<file path="src/rtl/display_arbiter.sv">
// display_arbiter: shares the 4-digit seven-segment display between producer A
// (keypad echo) and producer B (calculator result). Each accepted word stays on
// screen for at least HOLD_TICKS cycles before it can be replaced. Simultaneous
// requests are granted round-robin, and A wins the first tie.
// Optional build macro: DISP_BLINK_EN blinks a stale (FREE-state) value by
// toggling n between its stored value and 0 every BLINK_TICKS cycles.
module display_arbiter #(
    parameter int HOLD_TICKS  = 25000000,
    parameter int BLINK_TICKS = 6250000
) (
    input  logic        clk,
    input  logic        reset,
    input  logic        a_valid,
    output logic        a_ready,
    input  logic [15:0] a_data,
    input  logic [2:0]  a_len,
    input  logic        b_valid,
    output logic        b_ready,
    input  logic [15:0] b_data,
    input  logic [2:0]  b_len,
    input  logic        clear,
    output logic [3:0]  n,
    output logic [3:0]  num1,
    output logic [3:0]  num2,
    output logic [3:0]  num3,
    output logic [3:0]  num4,
    output logic        owner,
    output logic        busy
);

    localparam int CW = $clog2(HOLD_TICKS) + 1;

    typedef enum logic [1:0] {IDLE, HOLD, FREE} state_t;

    state_t          state;
    logic [CW-1:0]   hcnt;
    logic            last_owner;
    logic [3:0]      n_q;
    logic [3:0][3:0] digits;      // [3] = leftmost digit

    logic            accept_ok;
    logic            xfer;
    logic [15:0]     sel_data;
    logic [2:0]      sel_len;
    logic [3:0]      sel_n;

    // Grant is purely combinational; clear and reset both suppress it so that
    // no word is consumed on a cycle where it could not be displayed.
    assign accept_ok = (state == IDLE || state == FREE) && !clear && !reset;
    assign a_ready   = accept_ok & a_valid & (!b_valid | last_owner);
    assign b_ready   = accept_ok & b_valid & (!a_valid | !last_owner);
    assign xfer      = a_ready | b_ready;

    assign sel_data  = b_ready ? b_data : a_data;
    assign sel_len   = b_ready ? b_len  : a_len;
    assign sel_n     = (sel_len > 3'd4) ? 4'd4 : {1'b0, sel_len};

    assign num1 = digits[3];
    assign num2 = digits[2];
    assign num3 = digits[1];
    assign num4 = digits[0];

    // Main FSM: latch accepted word, run the hold countdown, release to FREE.
    always_ff @(posedge clk) begin
        if (reset) begin
            state      <= IDLE;
            hcnt       <= '0;
            n_q        <= '0;
            digits     <= '0;
            owner      <= 1'b0;
            last_owner <= 1'b1;
            busy       <= 1'b0;
        end else if (clear) begin
            state  <= IDLE;
            hcnt   <= '0;
            n_q    <= '0;
            digits <= '0;
            busy   <= 1'b0;
        end else if (xfer) begin
            state      <= HOLD;
            hcnt       <= CW'(HOLD_TICKS - 1);
            n_q        <= sel_n;
            digits     <= sel_data;
            owner      <= b_ready;
            last_owner <= b_ready;
            busy       <= 1'b1;
        end else if (state == HOLD) begin
            if (hcnt == '0) begin
                state <= FREE;
                busy  <= 1'b0;
            end else begin
                hcnt <= hcnt - 1'b1;
            end
        end
    end

`ifdef DISP_BLINK_EN
    localparam int BW = $clog2(BLINK_TICKS) + 1;

    logic [BW-1:0] bcnt;
    logic          blank;

    // Blink phase generator; held at a visible phase outside FREE so every
    // entry to FREE starts with the value shown.
    always_ff @(posedge clk) begin
        if (reset || state != FREE) begin
            bcnt  <= '0;
            blank <= 1'b0;
        end else if (bcnt == BW'(BLINK_TICKS - 1)) begin
            bcnt  <= '0;
            blank <= ~blank;
        end else begin
            bcnt <= bcnt + 1'b1;
        end
    end

    assign n = (state == FREE && blank) ? 4'd0 : n_q;
`else
    assign n = n_q;
`endif

endmodule
</file>
<file path="config.mk">
export PLATFORM = sky130hd
export DESIGN_NAME = display_arbiter
export DESIGN_NICKNAME = d
export VERILOG_FILES = /design/src/rtl/display_arbiter.sv
export SDC_FILE = /design/constraint.sdc
export NUM_CORES = 1
export LEC_CHECK = 0
export ABC_AREA = 1
export ABC_CLOCK_PERIOD_IN_PS = 3170
export CAP_MARGIN = 20
export CORE_MARGIN = 10
export CORE_UTILIZATION = 30
export CTS_CLUSTER_DIAMETER = 120
export DETAILED_ROUTE_END_ITERATION = 7
export GPL_ROUTABILITY_DRIVEN = 1
export PLACE_DENSITY = 0.6
export SLEW_MARGIN = 20
export SYNTH_ARGS = -nofsm -noshare
export SYNTH_HDL_FRONTEND = slang
export SYNTH_SLANG_ARGS = --single-unit
</file>
<file path="constraint.sdc">
create_clock -name clk -period 3.17 [get_ports clk]
set_clock_uncertainty 0.1 [all_clocks]
set_input_delay 0.4755 -clock clk [delete_from_list [all_inputs] [get_ports clk]]
set_output_delay 0.4755 -clock clk [all_outputs]
set_load 0.03 [all_outputs]
</file>
* Word-level counts from Yosys, hierarchy flattened
Cells that the tools add are included.
Storage, ports and cells: output and inout port bits 24, bits of input ports 43, logic and storage cells 57, bits in registers 51
Cells by class: bitwise operators 9, muxes and demuxes 12, add/subtract/negate cells 1, reductions and logical operators 19, magnitude comparators 1, eq/ne operators 3
Operators by type and width (count):
- 2-to-1 mux 25 bit | 3
- zero test 26 bit | 1
- subtractor 26 x 1 -> 26 bit, second input constant | 1
- 2-to-1 mux 16 bit | 1
- AND reduction 2 bit | 5
- 2-to-1 mux 1 bit | 6
- 2-to-1 mux 3 bit | 2
- zero test 1 bit | 5
- bitwise AND 1 bit | 4
- nonzero test 2 bit | 2
- > comparator 3 bit, second input constant | 1
- bitwise OR 1 bit | 3
- OR reduction 3 bit | 1
- equality test 2 x 1 -> 1 bit, second input constant | 1
- equality test 2 bit, second input constant | 1
- logical AND 1 bit | 2
- zero test 2 bit | 1
- != test 2 bit, second input constant | 1
- inverter 1 bit | 2
- OR reduction 2 bit | 1
- logical OR 1 bit | 1

* Logic depth before layout (Yosys ltp)
Gate-level depths: netlist of the first run.
depth in word-level cells 9, gate-level depth with buffers 12, mapped depth without buffers 11

* Worst setup path after synthesis of the first run
Ideal clock, no wire load.
kind input to output, start point input clear, end point output b_ready, arrival time 1358 ps, buffers on the path 2, slack 1237 ps, stages on the path 6, cell sequence or2_1 buf_6 nor2_8 nand2_4 inv_1 buf_2
On the way: cells in the longest elaborated chain, start to end 5
Ends and longest elaborated chain:
- start, declared | RTL line 21 | input logic clear,
- zero test 1 bit | RTL line 49 | assign accept_ok = (state == IDLE || state == FREE) && !clear && !reset;
- logical AND 1 bit (2 in series) | RTL line 49
- bitwise AND 1 bit (2 in series) | RTL line 51 | assign b_ready = accept_ok & b_valid & (!a_valid | !last_owner);
- end, declared | RTL line 18 | output logic b_ready,
Every way passes these cells.

* Worst setup path in the final report of the first run
start point input reset, end point output a_ready
On the way: cells in the longest elaborated chain, start to end 4
Ends and longest elaborated chain:
- start, declared | RTL line 12 | input logic reset,
- zero test 1 bit | RTL line 49
- logical AND 1 bit | RTL line 49
- bitwise AND 1 bit (2 in series) | RTL line 50 | assign a_ready = accept_ok & a_valid & (!b_valid | last_owner);
- end, declared | RTL line 14 | output logic a_ready,
Every way passes these cells.

==> results.cfg, run 1 <==
[place]
gp_congestion = 0.872
hpwl_um = 5890
postPlaceCellArea_mm2 = 0.00356
portBuffers = 65

[worst_hold_path]
min-delay-start = n[1]$_SDFFE_PP0P_
hold_class = reg -> reg
hold_end = n[1]$_SDFFE_PP0P_
worstHoldPathCells = 2

[setup_path]
worst_path_dominant_cell_family = buffers and inverters
startpoint_type = input port
path_buf_inv = 3
regToRegEndpoint = hcnt[24]$_SDFFE_PP0P_
worst-setup-path-type = in -> out
endpoint_kind = primary output
cp.arrival_ps = 2150
reg2reg_from = hcnt[0]$_SDFFE_PP0P_
worst_ep_required_time_ps = 2590
r2r_cells = 11
r2r_slack_ps = 1090
crit_slowest_cell = clkdlybuf4s50_1
max_stage_delay_ps = 660
cp_max_fo = 3
cp_cell_sequence = clkdlybuf4s50_1 > or2_1 > nor2_8 > nand3_4 > inv_1 > clkdlybuf4s50_1
crit_top_cell = clkdlybuf4s50_1

[layout]
diodes = 0
design_area_mm2 = 0.00368
final_common_cell = nand2_1
area_growth_pct = 29.5
post_route_cells_drive_above_1_share_pct = 7.94
final_nets = 535
final_cell_mix = 122 x nand2_1, 64 x clkdlybuf4s50_1, 54 x nor2_1, 49 x dfxtp_1, 44 x inv_1

[logic_synthesis]
synth.top_cell.area_share_pct = 34.6
yosysSeqAreaShare_pct = 34.6
synthTopCellsByArea = dfxtp_1 35%, nand2_1 16%, nor2_1 7.1%
synth_top_cell_by_area = dfxtp_1
yosysWarnings = 0
syn_inst = 429
syn_area_mm2 = 0.00284
ys_seq_elements = 49
syn_avg_cell_area_um2 = 6.62
synth.distinct_cells = 39
syn_nets = 474

[drt]
drtIter0Drc = 90
met1_length_um = 3350
wl_met3_um = 928
wirelength_um = 7600
detail-route-antenna-nets = 0
dr.pass1.iters = 4
vias_per_cell = 4.50
wire_per_inst_um = 12.3
vias = 2791
met2WireLength_um = 3220
drcViolationCount = 0
routed.top_layer = met4

[clocking]
htreeDepth = 2
post-cts-setup-buffer-count = 0
root_buffer = clkbuf_8
holdBufCountCts = 0
cts.sinks = 49
worstSkewPairLatency_ps = 310
clkSlewWorstSetupHoldPaths_ps = 100
cts_resized = 0
cts_made_buffers = 5
cts_tree = done
clockBufferDepth = 2

[grt]
grt_pass1_wl_um = 12900
overflow = 0
grt_start_max_net_pins = 36
grt_pass1_vias = 2820
antenna_found_initial = 0
grt_use_total_pct = 11.5

[sta]
finalCritPeriodShare_pct = 86.0
fin_crit_ps = 2730
relSlewSlack_pct = 62.5
rsz0062_at_grt = no
slew_viol_final = 0
max_freq_ghz = 0.367
hold_viol = 0
worstMarginPinSlew_ps = 559
setup_viol = 0
setup_tns_ps = 0

[die]
start_util_pct = 30.7
coreArea_mm2 = 0.00924
dieHeight_um = 117
die_w_um = 117
ios = 67
dieArea_mm2 = 0.0138
row_count = 35

[power_and_ir_drop]
vdd_drop_max_uv = 193
pwr_density_cell_mw_per_mm2 = 417
p_leak_uw = 0.00167

[status]
status = finished clean

[run]
maxCapViolations = 0
==> cell families after synthesis <==
kind of cell | after synthesis | synth area share, %
and+or+nand+nor | 249 | 39.8
AOI/OAI and AO/OA | 57 | 11.9
adders and majority gates | 2 | 0.881
buffers and inverters | 64 | 10.6
xor gates and xnor gates | 7 | 2.16
DFF | 49 | 34.6
other | 1 | 0.132
==> flip-flops by register name (all words and copies together), names as in the netlist <==
signal	flops
num4	4
n	3
owner	1
last_owner	1
state	2
num3	4
hcnt	26
num1	4
num2	4
==> cell usage after synthesis <==
cell type and instances:
buf_8 1, nand3_2 1, clkinv_1 3, nor2_8 1, nand4_1 6, buf_2 7
nand2_4 3, dfxtp_1 49, nor3b_1 1, a31oi_1 15, ha_1 2, o211ai_2 1
nand3_1 39, conb_1 1, o21ai_1 1, nand3_4 1, nor2_4 2, inv_1 44
a21oi_4 1, buf_6 5, buf_4 1, o21ai_2 1, a31oi_2 1, nand3b_1 2
xor2_1 7, o21ai_0 19, nor2_2 7, or2_2 1, nor3_2 2, clkbuf_1 1
buf_1 1, nand2_2 3, or2_1 1, a21boi_0 1, nor3_1 3, inv_2 1
nor2_1 54, a21oi_1 17, nand2_1 122
==> where the power goes <==
group	total [uW]	internal (uW)	switching (uW)
combinational	418	163	255
sequential	655	637	17.9
clock	461	237	224
==> metrics by stage <==
stage                     hold slack [ps]  setup slack (ps)  cells  utilization, %  total power (uW)
final                                 359               444    620            39.8              1530
after CTS                             364               425    620            39.8              1550
after detailed placement              350               429    612            38.6              1090
after floorplan                       335              1240    429               -               954
after global routing                  401               360    620            39.8              1620
after global placement                342               428    612            38.6              1080
==> how the worst max path moves through the flow <==
stage                      from      end  slack, ps  cells after the start
after floorplan           clear  b_ready       1240                      6
after global placement    reset  a_ready        430                      6
after detailed placement  reset  a_ready        430                      6
after CTS                 reset  a_ready        430                      6
after global routing      reset  a_ready        360                      6
final                     reset  a_ready        440                      6
==> final cells by class <==
class,count,area [um^2]
tap,129,161
multi-input combinational,316,1560
sequential,49,981
timing repair buffer,70,686
clock inverter,2,38.8
inverter,48,180
fill,992,5560
clock buffer,6,72.6
==> per-layer routing <==
layer,vias up,track usage [%]
met5,-,0
met4,0,3.13
met3,7,6.73
met2,86,17.7
met1,1208,13.4
li1,1490,-
==> worst register-to-register path: stages (launching register included) <==
cell,delay [ps]
dfxtp_1,410
inv_1,110
ha_1,230
nand2_1,70
nor2_1,40
nand2_1,60
nor2_2,50
nor2_2,390
buf_4,280
a21oi_1,80
nor2_1,100
nor2_1,40
(Power assumes the default switching activity.)
==> run 2: changes to the inputs <==
- ABC_AREA: 1 -> not set
- CORE_ASPECT_RATIO: not set -> 1.75
- PLACE_DENSITY: 0.6 -> 0.61
==> run 2 against run 1 <==
Maximum frequency rose by 1.3%. Via count fell by 19%. Area after synthesis fell by 17%. Synthesized cell count fell by 35%. Critical endpoint unchanged. Clock power rose by 16%. Highest routed layer unchanged.
==> results.cfg, run 2 <==
[die]
coreArea_mm2 = 0.00762
start_util_pct = 31.1
dieArea_mm2 = 0.0120
dieHeight_um = 138
row_count = 42
ios = 67
die_w_um = 87.2

[place]
gp_congestion = 0.816
portBuffers = 65
hpwl_um = 5090

[setup_path]
cp_cell_sequence = clkdlybuf4s50_1 > nor3_1 > and3_1 > clkdlybuf4s50_1
r2r_cells = 5
crit_path_start = reset
reg2reg_from = hcnt[3]$_SDFFE_PP0P_
startpoint_type = input port
worst_ep_required_time_ps = 2590
crit_top_cell = clkdlybuf4s50_1
path_buf_inv = 2
cp_max_fo = 5
endpoint_kind = primary output
worst-setup-path-type = in -> out
crit_slowest_cell = clkdlybuf4s50_1
cp.arrival_ps = 2110
max_stage_delay_ps = 670
regToRegEndpoint = hcnt[25]$_SDFFE_PP0P_
r2r_slack_ps = 630
worst_path_dominant_cell_family = buffers and inverters

[sta]
setup_viol = 0
rsz0062_at_grt = no
setup_tns_ps = 0
hold_viol = 0
worstMarginPinSlew_ps = 715
slew_viol_final = 0
max_freq_ghz = 0.372
relSlewSlack_pct = 52.3
fin_crit_ps = 2690
finalCritPeriodShare_pct = 84.9

[clocking]
cts.sinks = 49
holdBufCountCts = 0
cts_tree = done
clkSlewWorstSetupHoldPaths_ps = 60
root_buffer = clkbuf_16
clockBufferDepth = 2
worstSkewPairLatency_ps = 290
htreeDepth = 2
cts_resized = 0
post-cts-setup-buffer-count = 0
cts_made_buffers = 5

[logic_synthesis]
yosysMostFrequentCell = dfxtp_1
yosysSeqAreaShare_pct = 41.4
yosysWarnings = 0
syn_inst = 277
synth_edf_count = 0
ys_seq_elements = 49
syn_nets = 322
synth.distinct_cells = 47
synthArstFlopShare_pct = 0
synthTopCellsByArea = dfxtp_1 41%, a311oi_1 7.0%, nand2_1 6.5%
syn_area_mm2 = 0.00237
synth_top_cell_by_area = dfxtp_1
synthFlopType = dfxtp_1
synth.top_cell.area_share_pct = 41.4
syn_avg_cell_area_um2 = 8.55
netlist_top_cells_count = 49 x dfxtp_1, 41 x nand2_1, 28 x nor2_1, 19 x a311oi_1, 12 x a21oi_1

[grt]
antenna_found_initial = 0
grt_pass1_vias = 2318
grt_pass1_wl_um = 11400
grt_start_max_net_pins = 40
grt_use_total_pct = 11.8
overflow = 0

[layout]
nFillCells = 760
post_route_cells_drive_above_1_share_pct = 7.42
top_register = hcnt
diodes = 0
area_growth_pct = 36.5
fin_util_pct = 42.4
final_cell_mix = 64 x clkdlybuf4s50_1, 49 x dfxtp_1, 41 x nand2_1, 28 x nor2_1, 19 x a311oi_1
final_common_cell = clkdlybuf4s50_1
largest_reg_flops = 26
final_nets = 382

[drt]
vias = 2248
drcViolationCount = 0
drtIter0Drc = 88
detail-route-antenna-nets = 0
wirelength_um = 6740
dr.pass1.iters = 4
wire_per_inst_um = 15.9
vias_per_cell = 5.29

[worst_hold_path]
min-delay-start = owner$_SDFFE_PP0P_
hold_end = owner$_SDFFE_PP0P_
worstHoldPathCells = 2
hold_class = reg -> reg

[status]
status = finished clean

[run]
maxCapViolations = 0

[power_and_ir_drop]
pwr_density_cell_mw_per_mm2 = 449
vdd_drop_max_uv = 230
p_leak_uw = 0.00111
## run 2: changes by cell type after synthesis, moves of 10 or more
cell | before | now
a311oi_1 | 0 | 19
nor2_1 | 54 | 28
o21ai_0 | 19 | 7
nand3_1 | 39 | 2
clkbuf_1 | 1 | 11
inv_1 | 44 | 2
or3_1 | 0 | 10
nand2_1 | 122 | 41
## run 2: how the worst max path moves through the flow
stage                                  to  slack [ps]  depth (start not counted)
finish                            a_ready         480                          4
global route                      a_ready         330                          4
CTS                               a_ready         470                          4
detailed placement                a_ready         480                          4
global placement                  a_ready         490                          4
floorplan           hcnt[16]$_SDFFE_PP0P_        1010                          7
## run 2: cell type report
class,instances,area [um^2],area share [%]
Tap cell,88,110,3.41
Inverter,3,11.3,0.348
Timing Repair Buffer,71,693,21.4
Clock inverter,1,7.51,0.232
Sequential cell,49,981,30.3
Clock buffer,6,139,4.30
Multi-Input combinational cell,207,1290,39.9
## run 2: through the flow
step / hold slack [ps] / setup slack, ps / cells / cell area [um^2] / power, uW
after global routing: 402 / 330 / 425 / 3230 / 1520
after CTS: 372 / 467 / 425 / 3230 / 1480
after global placement: 349 / 488 / 418 / 3090 / 927
after floorplan: 347 / 1010 / 277 / 2370 / 826
final: 369 / 480 / 425 / 3230 / 1450
after detailed placement: 364 / 480 / 418 / 3090 / 931
## run 2: logic make-up after synthesis
group	synth area share (%)
simple gates	26.9
fa+ha+maj	1.06
compound gates	19.2
mux	1.69
xor+xnor	5.55
buf+inv	4.07
other cells	0.158
flops	41.4
## run 2: routing by layer
metal	up-vias	track usage [%]	wire length [um]
li1	1142	-	-
met1	1043	11.1	2410
met2	58	21.5	3740
met3	5	5.14	490
met4	0	4.72	99
met5	-	0	0
## run 2: where the power goes
| group | switching (uW) | total, uW | internal [uW] |
|---|---|---|---|
| clock | 226 | 536 | 310 |
| sequential | 16.4 | 651 | 635 |
| combinational | 147 | 264 | 117 |
| total | 389 | 1450 | 1060 |
## run 2: tightest hold or removal path, stage by stage, from the launching register on
cell and delay, ps:
dfxtp_1 310, nand2_1 50, a21oi_1 60
==> run 3: changes to the inputs <==
- ABC_CLOCK_PERIOD_IN_PS: 3170 -> 2470
- PLACE_DENSITY: 0.61 -> 0.64
- clock period: 3.17 -> 2.47 ns (I/O delays scaled with it)
==> run 3 against run 2 <==
Critical path depth is 2 higher. Wire length grew 2.8%. Worst setup slack worse by 310 ps. Combinational power rose by 46%. Sequential power rose by 28%. Critical path type is now reg -> reg. Highest routed layer unchanged.
==> results.cfg, run 3 (same netlist as run 2, synthesis figures left out) <==
[grt]
antenna_found_initial = 0
overflow = 0
grt_use_total_pct = 11.9
grt_pass1_wl_um = 11600
grt_start_max_net_pins = 22
grt_pass1_vias = 2417

[clocking]
post-cts-setup-buffer-count = 0
clockBufferDepth = 2
htreeDepth = 2
root_buffer = clkbuf_16
worstSkewPairLatency_ps = 290
cts_tree = done
clkSlewWorstSetupHoldPaths_ps = 70
cts_made_buffers = 5
holdBufCountCts = 0
cts.sinks = 49
cts_resized = 0

[place]
pre_cts_ws_ps = 157
portBuffers = 65
gp_congestion = 0.873
postPlaceCellArea_mm2 = 0.00320
hpwl_um = 5250

[setup_path]
worst-setup-path-type = reg -> reg
cp_cell_sequence = buf_4 > nor4_1 > nand2_1 > or4_4 > or4_1 > a31oi_1
cp.arrival_ps = 2420
worst_ep_required_time_ps = 2590
reg2reg_from = hcnt[3]$_SDFFE_PP0P_
max_stage_delay_ps = 520
startpoint_type = flip-flop
endpoint_kind = flip-flop
crit_slowest_cell = or4_4
cp_max_fo = 4
crit_path_start = hcnt[3]$_SDFFE_PP0P_

[power_and_ir_drop]
p_leak_uw = 0.00120
vdd_drop_max_uv = 390
pwr_density_cell_mw_per_mm2 = 582

[die]
dieArea_mm2 = 0.0120
dieHeight_um = 138
ios = 67
die_w_um = 87.2
row_count = 42
coreArea_mm2 = 0.00762
start_util_pct = 31.1

[drt]
met1_length_um = 2570
vias_per_cell = 5.37
wire_per_inst_um = 15.7
detail-route-antenna-nets = 0
vias = 2369
drcViolationCount = 0
met2WireLength_um = 3670
wl_met3_um = 570
wirelength_um = 6930
routed.top_layer = met4
dr.pass1.iters = 4
drtIter0Drc = 152

[sta]
finalCritPeriodShare_pct = 93.3
setup_viol = 0
slew_viol_final = 0
worstMarginPinSlew_ps = 556
rsz0062_at_grt = no
hold_viol = 0
setup_tns_ps = 0
worst_slack_ps = 166
fin_crit_ps = 2300
relSlewSlack_pct = 62.0
max_freq_ghz = 0.434

[layout]
design_area_mm2 = 0.00335
diodes = 0
top_register = hcnt
final_common_cell = clkdlybuf4s50_1
final_nets = 397
area_growth_pct = 41.6
post_route_cells_drive_above_1_share_pct = 11.9
final_cell_mix = 63 x clkdlybuf4s50_1, 49 x dfxtp_1, 41 x nand2_1, 28 x nor2_1, 23 x buf_4
largest_reg_flops = 26

[worst_hold_path]
hold_class = reg -> reg
min-delay-start = owner$_SDFFE_PP0P_

[status]
status = finished clean

[run]
maxCapViolations = 0
## run 3: critical path, delay by kind of cell, from the launching register on
family | cells | cell delay (ps)
AND/OR/NAND/NOR | 4 | 1530
buffers and inverters | 1 | 140
flip-flops | 1 | 310
AO/OA/AOI/OAI | 1 | 160
## run 3: power by group
| part | leakage [uW] | switching (uW) | internal (uW) |
|---|---|---|---|
| registers | 0.000398 | 19.6 | 814 |
| logic | 0.000724 | 202 | 182 |
| clock network | 0.0000799 | 304 | 430 |
## run 3: path summary, 6_finish.rpt
kind	to	slack (ps)	cells past startpoint
max reg2reg	hcnt[16]$_SDFFE_PP0P_	170	6
min	owner$_SDFFE_PP0P_	360	2
max	hcnt[16]$_SDFFE_PP0P_	170	6
min reg2reg	owner$_SDFFE_PP0P_	360	2
## run 3: per-layer routing
metal  vias up  global-route usage, %
li1       1176                      -
met1      1109                   11.5
met2        74                   21.5
met3        10                   4.91
met4         0                   4.45
met5         -                      0
## run 3: per-stage QoR
step / utilization (%) / power (uW) / cells / hold slack (ps)
5_1_grt: 44.0 / 2040 / 441 / 408
3_5_place_dp: 42.0 / 1240 / 433 / 347
3_3_place_gp: 42.0 / 1230 / 433 / 337
6_report: 44.0 / 1950 / 441 / 359
2_1_floorplan: - / 1060 / 277 / 340
4_1_cts: 44.0 / 1960 / 441 / 363
## run 3: area by class of cell
| cell class | instances | area (um^2) |
|---|---|---|
| Clock buffer | 7 | 153 |
| Clock inverter | 1 | 5.00 |
| Fill cell | 745 | 4270 |
| Inverter | 3 | 11.3 |
| Multi-Input combinational cell | 207 | 1290 |
| Sequential cell | 49 | 981 |
| Tap cell | 88 | 110 |
| Timing Repair Buffer | 86 | 803 |
